`config.mk`:
```
export PLATFORM = sky130hd
export DESIGN_NAME = fp_mul_scheduler
export DESIGN_NICKNAME = d
export VERILOG_FILES = /design/src/rtl/fp_mul_scheduler.sv
export SDC_FILE = /design/constraint.sdc
export NUM_CORES = 1
export LEC_CHECK = 0
export ABC_AREA = 1
export BUFFER_PORTS_ARGS = -buffer_cell sky130_fd_sc_hd__buf_2
export CORE_MARGIN = 5
export CORE_UTILIZATION = 49
export CTS_CLUSTER_SIZE = 40
export DETAILED_ROUTE_END_ITERATION = 6
export MAX_ROUTING_LAYER = met4
export PLACE_DENSITY = 0.88
export SETUP_SLACK_MARGIN = 0.1
export SLEW_MARGIN = 20
export SYNTH_ARGS = -nofsm -noshare
export SYNTH_HDL_FRONTEND = slang
export SYNTH_SLANG_ARGS = --single-unit
```
`constraint.sdc`:
```
create_clock -name clk -period 3.65 [get_ports clk]
set_clock_uncertainty 0.05 [all_clocks]
set_input_delay 0.365 -clock clk [delete_from_list [all_inputs] [get_ports clk]]
set_output_delay 0.365 -clock clk [all_outputs]
set_load 0.01 [all_outputs]
```
`src/rtl/fp_mul_scheduler.sv`:
```
`default_nettype none
// ============================================================================
// Module      : fp_mul_scheduler
// Description : Round-robin scheduler that shares one floating-point
//               multiplier between two requesters. One operation is in flight
//               at a time: IDLE -> WAIT (MUL_LAT cycles) -> RESP -> IDLE.
// Revision    : 1.0 - initial release
// ----------------------------------------------------------------------------
// Parameters
//   MUL_LAT     cycles the multiplier operands are held before the result is
//               sampled (legal range 1..15)
// Ports
//   clk         clock, rising edge
//   rst_n       asynchronous active-low reset
//   req_valid   [1:0]  per-requester operation present
//   req_ready   [1:0]  per-requester accept (one-hot, IDLE only)
//   req_fp_X    [63:0] operand X, [31:0] requester 0, [63:32] requester 1
//   req_fp_Y    [63:0] operand Y, same packing
//   req_r_mode  [5:0]  rounding mode, [2:0] requester 0, [5:3] requester 1
//   mul_fp_X/Y  [31:0] registered operands to the shared multiplier
//   mul_r_mode  [2:0]  registered rounding mode to the shared multiplier
//   mul_fp_Z    [31:0] multiplier result
//   mul_ovrf/udrf      multiplier overflow / underflow flags
//   rsp_valid   [1:0]  per-requester response available (one-hot)
//   rsp_ready   [1:0]  per-requester response consumed
//   rsp_fp_Z    [31:0] captured result, shared by both response channels
//   rsp_ovrf/udrf      captured flags
//   busy               FSM not in IDLE
// ============================================================================
module fp_mul_scheduler #(
  parameter int MUL_LAT = 2
) (
  input  logic        clk,
  input  logic        rst_n,
  input  logic [1:0]  req_valid,
  output logic [1:0]  req_ready,
  input  logic [63:0] req_fp_X,
  input  logic [63:0] req_fp_Y,
  input  logic [5:0]  req_r_mode,
  output logic [31:0] mul_fp_X,
  output logic [31:0] mul_fp_Y,
  output logic [2:0]  mul_r_mode,
  input  logic [31:0] mul_fp_Z,
  input  logic        mul_ovrf,
  input  logic        mul_udrf,
  output logic [1:0]  rsp_valid,
  input  logic [1:0]  rsp_ready,
  output logic [31:0] rsp_fp_Z,
  output logic        rsp_ovrf,
  output logic        rsp_udrf,
  output logic        busy
);

  // Four bits cover the largest load value MUL_LAT-1 = 14.
  localparam int              CNT_W    = 4;
  localparam logic [CNT_W-1:0] CNT_LOAD = CNT_W'(MUL_LAT - 1);
  localparam logic [2:0]      RM_RNE   = 3'b000;
  localparam logic [2:0]      RM_MAX   = 3'b100;

  typedef enum logic [1:0] {
    ST_IDLE = 2'd0,
    ST_WAIT = 2'd1,
    ST_RESP = 2'd2
  } state_t;

  state_t           state;
  state_t           state_nxt;
  logic             ptr;        // preferred requester when both are valid
  logic             owner;      // requester of the in-flight operation
  logic [CNT_W-1:0] cnt;

  logic             grant_any;
  logic             grant_idx;
  logic             accept;
  logic             rsp_done;
  logic [31:0]      sel_x;
  logic [31:0]      sel_y;
  logic [2:0]       sel_mode;
  logic [2:0]       mode_clean;

  // --------------------------------------------------------------------------
  // Arbitration: a lone valid requester always wins; on contention the
  // pointer decides.
  // --------------------------------------------------------------------------
  always_comb begin
    grant_any = 1'b0;
    grant_idx = ptr;
    case (req_valid)
      2'b01: begin
        grant_any = 1'b1;
        grant_idx = 1'b0;
      end
      2'b10: begin
        grant_any = 1'b1;
        grant_idx = 1'b1;
      end
      2'b11: begin
        grant_any = 1'b1;
        grant_idx = ptr;
      end
      default: begin
        grant_any = 1'b0;
        grant_idx = ptr;
      end
    endcase
  end

  // req_ready is combinational from state and req_valid; gating with rst_n
  // keeps it low while reset is held even though IDLE is the reset state.
  assign req_ready = (rst_n && (state == ST_IDLE) && grant_any)
                     ? (grant_idx ? 2'b10 : 2'b01) : 2'b00;

  assign accept    = |(req_valid & req_ready);

  // Operand selection for the granted requester.
  assign sel_x     = grant_idx ? req_fp_X[63:32]  : req_fp_X[31:0];
  assign sel_y     = grant_idx ? req_fp_Y[63:32]  : req_fp_Y[31:0];
  assign sel_mode  = grant_idx ? req_r_mode[5:3]  : req_r_mode[2:0];

  // Encodings above the last defined mode fall back to round-to-nearest-even.
  assign mode_clean = (sel_mode > RM_MAX) ? RM_RNE : sel_mode;

  // Only the owner's rsp_ready can complete the response.
  assign rsp_done  = (state == ST_RESP) && rsp_ready[owner];

  assign rsp_valid = (state == ST_RESP) ? (owner ? 2'b10 : 2'b01) : 2'b00;
  assign busy      = (state != ST_IDLE);

  // --------------------------------------------------------------------------
  // FSM next state
  // --------------------------------------------------------------------------
  always_comb begin
    state_nxt = state;
    case (state)
      ST_IDLE: if (accept)       state_nxt = ST_WAIT;
      ST_WAIT: if (cnt == '0)    state_nxt = ST_RESP;
      ST_RESP: if (rsp_done)     state_nxt = ST_IDLE;
      default:                   state_nxt = ST_IDLE;
    endcase
  end

  always_ff @(posedge clk or negedge rst_n) begin
    if (!rst_n) begin
      state <= ST_IDLE;
    end else begin
      state <= state_nxt;
    end
  end

  // --------------------------------------------------------------------------
  // Request side: operands, owner, pointer and latency counter.
  // The cnt==0 cycle is the last WAIT cycle, so capture lands on edge
  // accept+MUL_LAT; with MUL_LAT=1 the counter loads 0 and WAIT is one cycle.
  // --------------------------------------------------------------------------
  always_ff @(posedge clk or negedge rst_n) begin
    if (!rst_n) begin
      mul_fp_X   <= '0;
      mul_fp_Y   <= '0;
      mul_r_mode <= '0;
      owner      <= 1'b0;
      ptr        <= 1'b0;
      cnt        <= '0;
    end else begin
      if (accept) begin
        mul_fp_X   <= sel_x;
        mul_fp_Y   <= sel_y;
        mul_r_mode <= mode_clean;
        owner      <= grant_idx;
        ptr        <= ~grant_idx;
        cnt        <= CNT_LOAD;
      end else if ((state == ST_WAIT) && (cnt != '0)) begin
        cnt <= cnt - 1'b1;
      end
    end
  end

  // --------------------------------------------------------------------------
  // Response side: result and flags are captured once and held through RESP.
  // --------------------------------------------------------------------------
  always_ff @(posedge clk or negedge rst_n) begin
    if (!rst_n) begin
      rsp_fp_Z <= '0;
      rsp_ovrf <= 1'b0;
      rsp_udrf <= 1'b0;
    end else if ((state == ST_WAIT) && (cnt == '0)) begin
      rsp_fp_Z <= mul_fp_Z;
      rsp_ovrf <= mul_ovrf;
      rsp_udrf <= mul_udrf;
    end
  end

endmodule
`default_nettype wire

```
**Yosys cells after proc, flatten, opt, wreduce, memory -nomap -nowiden**

Index checks and enable logic that the tools add are counted.

- Word-level logic and storage cells: 54
- Input bits: 174
- Output and inout port bits: 106
- Bits in registers: 109

- $add $sub $neg: 1
- Reductions and logical operators: 13
- Mux-type cells: 18
- Bitwise gates (word level): 2
- Equality and inequality tests: 8
- $lt $le $gt $ge: 2

Operators with widths:

| operator | number |
|---|---|
| $mux 32 | 2 |
| $mux 2 | 7 |
| $mux 4 | 2 |
| $eq 2x2->1 const B | 3 |
| $mux 3 | 2 |
| $ne 2x2->1 const B | 3 |
| $pmux 2 s3 | 1 |
| $logic_and 1x1->1 | 5 |
| $eq 2x1->1 const B | 2 |
| $logic_not 4->1 | 1 |
| $reduce_bool 2->1 | 2 |
| $reduce_bool 4->1 | 1 |
| $sub 4x1->4 const B | 1 |
| $gt 3x3->1 const B | 1 |
| $mux 1 | 3 |
| $reduce_and 3->1 | 1 |
| $reduce_or 3->1 | 1 |
| $and 2x2->2 | 1 |
| $logic_not 2->1 | 1 |
| $lt 1x2->1 const B | 1 |
| $pmux 1 s2 | 1 |
| $reduce_or 2->1 | 1 |
| $not 1->1 | 1 |

**Depth between registers and ports, before layout**

- Word-level depth: 9
- Mapped depth: 11

**Worst setup path before layout**

OpenSTA, ideal clock, no wires.

- Kind: input -> output
- Start: input port req_valid[0]
- End: output port req_ready[0]
- Buffers on the path: 1
- Slack: 1.977 ns
- Arrival time: 1.258 ns
- Cell stages on the path: 7
- Cells stage by stage: inv_1 ha_1 inv_2 nand2_1 nand2_2 buf_2 nor2_1

- Longest elaborated chain between the ends: 5

RTL lines:

| element | RTL line | source |
|---|---|---|
| start, declared | 35 | `input logic [1:0] req_valid,` |
| $eq 2x2->1 / $eq 2x1->1 (equally long branches) | 88 | `case (req_valid)` |
| $reduce_or 3->1 (no source line) | -- |  |
| $mux 1 | 88 |  |
| $logic_and 1x1->1 | 110 | `assign req_ready = (rst_n && (state == ST_IDLE) && grant_any)` |
| $mux 2 (*) | 111 | `? (grant_idx ? 2'b10 : 2'b01) : 2'b00;` |
| end, declared | 36 | `output logic [1:0] req_ready,` |

Every way passes the cells marked *; elsewhere a longest branch is shown, timed or not.

**Final worst setup path**

Ends and elaborated chain as after synthesis.

==> results.tsv <==
stage	metric	value	unit
outcome	status	finished, final reports clean	
pwr	power.leakage	4.34	nW
logic_synthesis	synth_area	5270	µm²
worst_setup_path	r2r_end	cnt[3]	
clocking	clk_latency	0.35	ns
pwr	sequentialPowerShare	41.9	%
sta	whs	0.117	ns
worst_setup_path	startpoint_type	input pin	
drt	drc	0	
drt	dr.first_iter.drc_count	237	
logic_synthesis	syn_area_per_cell	7.32	µm²
placed_design	portBuffers	279	
drt	drt_wl_total	14500	µm
pwr	ir_drop	325	µV
sta	worstMarginPinSlew	0.703	ns
sta	finalCritPeriodShare	69.8	%
placed_design	dp_hpwl	11100	µm
drt	first_pass_iters	4	
placed_design	finalWeightedCongestion	0.873	
worst_setup_path	endpoint_kind	output pin	
placed_design	placedCellCount	1105	
min_path	min_path_type	in -> async	
worst_setup_path	critPathArrivalTime	2.13	ns
global_routing	grt_pass1_wl	22900	µm
floorplanning	start_util	50.6	%
sta	min_period	2.55	ns
logic_synthesis	synth_top_area_share	51.7	%
floorplanning	dieArea	12900	µm²
worst_setup_path	max_stage_delay	0.45	ns
sta	finalSetupViolations	0	
pwr	swShare	42.4	%
worst_setup_path	path_delay_family	buffers and inverters	
pwr	power	5.10	mW
worst_setup_path	r2r_cells	7	
logic_synthesis	synth_area_leaders	dfrtp_1 52%, nand2_1 32%, o21ai_0 3.4%	
sta	slew_headroom	53.1	%
pwr	power_frac_clock	13.1	%
floorplanning	core	10400	µm²
global_routing	grt_use_total	22.3	%
clocking	cts_root_buffer	clkbuf_8	
drt	routedWlPerCell	12.9	µm
cells_and_area	instances_no_fill	1122	
worst_setup_path	crit_type	in -> out	
logic_synthesis	synthDistinctLibCells	21	
cells_and_area	mostFrequentLayoutCell	nand2_1	
global_routing	grt_max_degree	72	
cells_and_area	final_cell_mix	455 x nand2_1, 278 x buf_2, 109 x dfrtp_1	
clocking	cts-hold-fix-buffers	0	
worst_setup_path	critPathMaxFanout	39	
worst_setup_path	cp.depth	9	
worst_setup_path	cpMaxStageDelayCell	nand2_2	
worst_setup_path	cpMostUsedCell	buf_2	
floorplanning	num_rows	37	
clocking	cts_max_level	3	
worst_setup_path	crit_required	3.23	ns
logic_synthesis	yosysWarnings	0	
worst_setup_path	r2r_slack	1.42	ns
clocking	postCtsSetupBuffers	0	
global_routing	first_global_vias	4864	
global_routing	grt-ovfl-total	0	
clocking	cts_sinks	109	
logic_synthesis	ys_seq_area_share	51.7	%
sta	slew_violations	0	
floorplanning	die-width	114	µm
pwr	p_comb_share	45.1	%
sta	rsz0062_at_grt	no	
cells_and_area	areaGrowthSynthToFinish	29.4	%
worst_setup_path	r2r_start	ptr	
clocking	postCtsResizedCells	0	
logic_synthesis	syn-num-nets	898	
floorplanning	io_pins	280	
worst_setup_path	path_buf_inv	5	
clocking	clock_path_buffers	2	
cells_and_area	drive_gt1_share	32.0	%
cells_and_area	nets	1158	
logic_synthesis	synth-seq-cells	109	
worst_setup_path	crit_chain	buf_2, inv_1, ha_1, inv_2, nand2_1, nand2_2, buf_4, nor2_1, buf_2	
pwr	switching_power	2.16	mW
drt	vias	5186	
clocking	cts.reportedPaths.clkPinSlew	0.09	ns
sta	hold_viol	0	
pwr	p_int	2.94	mW
floorplanning	die_y	114	µm
sta	fin_setup_tns	0	ns
drt	viasPerCell	4.62	
logic_synthesis	synth_top_area_cell	dfrtp_1	
sta	max_freq	392	MHz
clocking	cts_buffers	9	
clocking	cts_tree	built	
global_routing	antenna_found_initial	1	
run	timing.max_cap.violations	0	
logic_synthesis	postSynthCellCount	720	
pwr	power.density	748	nW/µm²
drt	drtAntennaViolNets	0	
-- per-layer routing --
| metal | share of wire, % | wire [µm] | vias up | track usage, % |
|---|---|---|---|---|
| li1 | - | - | 2670 | - |
| met3 | 7.9 | 1140 | 16 | 4.56 |
| met1 | 40 | 5770 | 2307 | 27.3 |
| met4 | 1.3 | 184 | 0 | 5.93 |
| met2 | 51 | 7380 | 193 | 37.9 |
| met5 | 0 | 0 | - | - |
-- synth_stat cells (all sizes together) --
cell    instances
clkbuf         10
nand2         459
inv            52
nand3           8
a21oi           4
buf            25
o21ai          37
nor2           10
nand4           1
ha              4
or2             1
dfrtp         109
-- cell families (layout without fill, tap and decap cells) --
| family | Yosys count | after routing | share of synthesized area (%) |
|---|---|---|---|
| AO/OA/AOI/OAI | 41 | 41 | 3.89 |
| adder cells (fa/ha/maj) | 4 | 4 | 0.949 |
| buffers and inverters | 87 | 352 | 8.36 |
| flip-flops | 109 | 109 | 51.7 |
| other | 0 | 1 | 0 |
| AND/OR/NAND/NOR | 479 | 479 | 35.1 |
-- power by group through the flow --
stage	registers, mW	logic (mW)	clock network, mW
2_1_floorplan	2.42	1.10	0
6_report	2.14	2.30	0.666
3_3_place_gp	2.13	2.26	0
3_5_place_dp	2.15	2.34	0
5_1_grt	2.22	2.61	0.733
4_1_cts	2.13	2.34	0.683
-- layout make-up --
class | instances | area, µm²
clock buffers | 9 | 124
fillers | 950 | 3600
flip-flops and latches | 109 | 2730
multi-input cells | 524 | 2110
well taps | 136 | 170
diodes | 1 | 2.50
inverters | 52 | 200
clock inverters | 7 | 48.8
repair buffers | 284 | 1440
-- stage by stage --
step	cell area (µm²)	utilization, %	setup WS (ns)
after floorplan	5270	-	1.98
after global placement	6640	63.7	0.974
after detailed placement	6640	63.7	0.892
after CTS	6810	65.4	1.08
after global routing	6820	65.5	0.954
final	6820	65.5	1.10
-- flip-flops by register name (all words and copies together), names as in the netlist, 2 cells and up --
name,cells
cnt,4
mul_fp_X,32
mul_fp_Y,32
mul_r_mode,3
rsp_fp_Z,32
state,2
-- worst register-to-register path: cells and delay by family (launching register included) --
| kind | cells | cell delay (ns) |
|---|---|---|
| flip-flops | 1 | 0.40 |
| AND/OR/NAND/NOR | 6 | 1.20 |
| buffers and inverters | 1 | 0.51 |
-- how the worst max path moves through the flow --
stage / from / to / slack (ns)
6_report: req_valid[0] / req_ready[0] / 1.10
4_1_cts: req_valid[0] / req_ready[0] / 1.08
2_1_floorplan: req_valid[0] / req_ready[0] / 1.98
3_3_place_gp: req_valid[0] / owner / 0.97
3_5_place_dp: req_valid[0] / cnt[0] / 0.89
5_1_grt: req_valid[1] / req_ready[0] / 0.95
(Power assumes the default switching activity.)
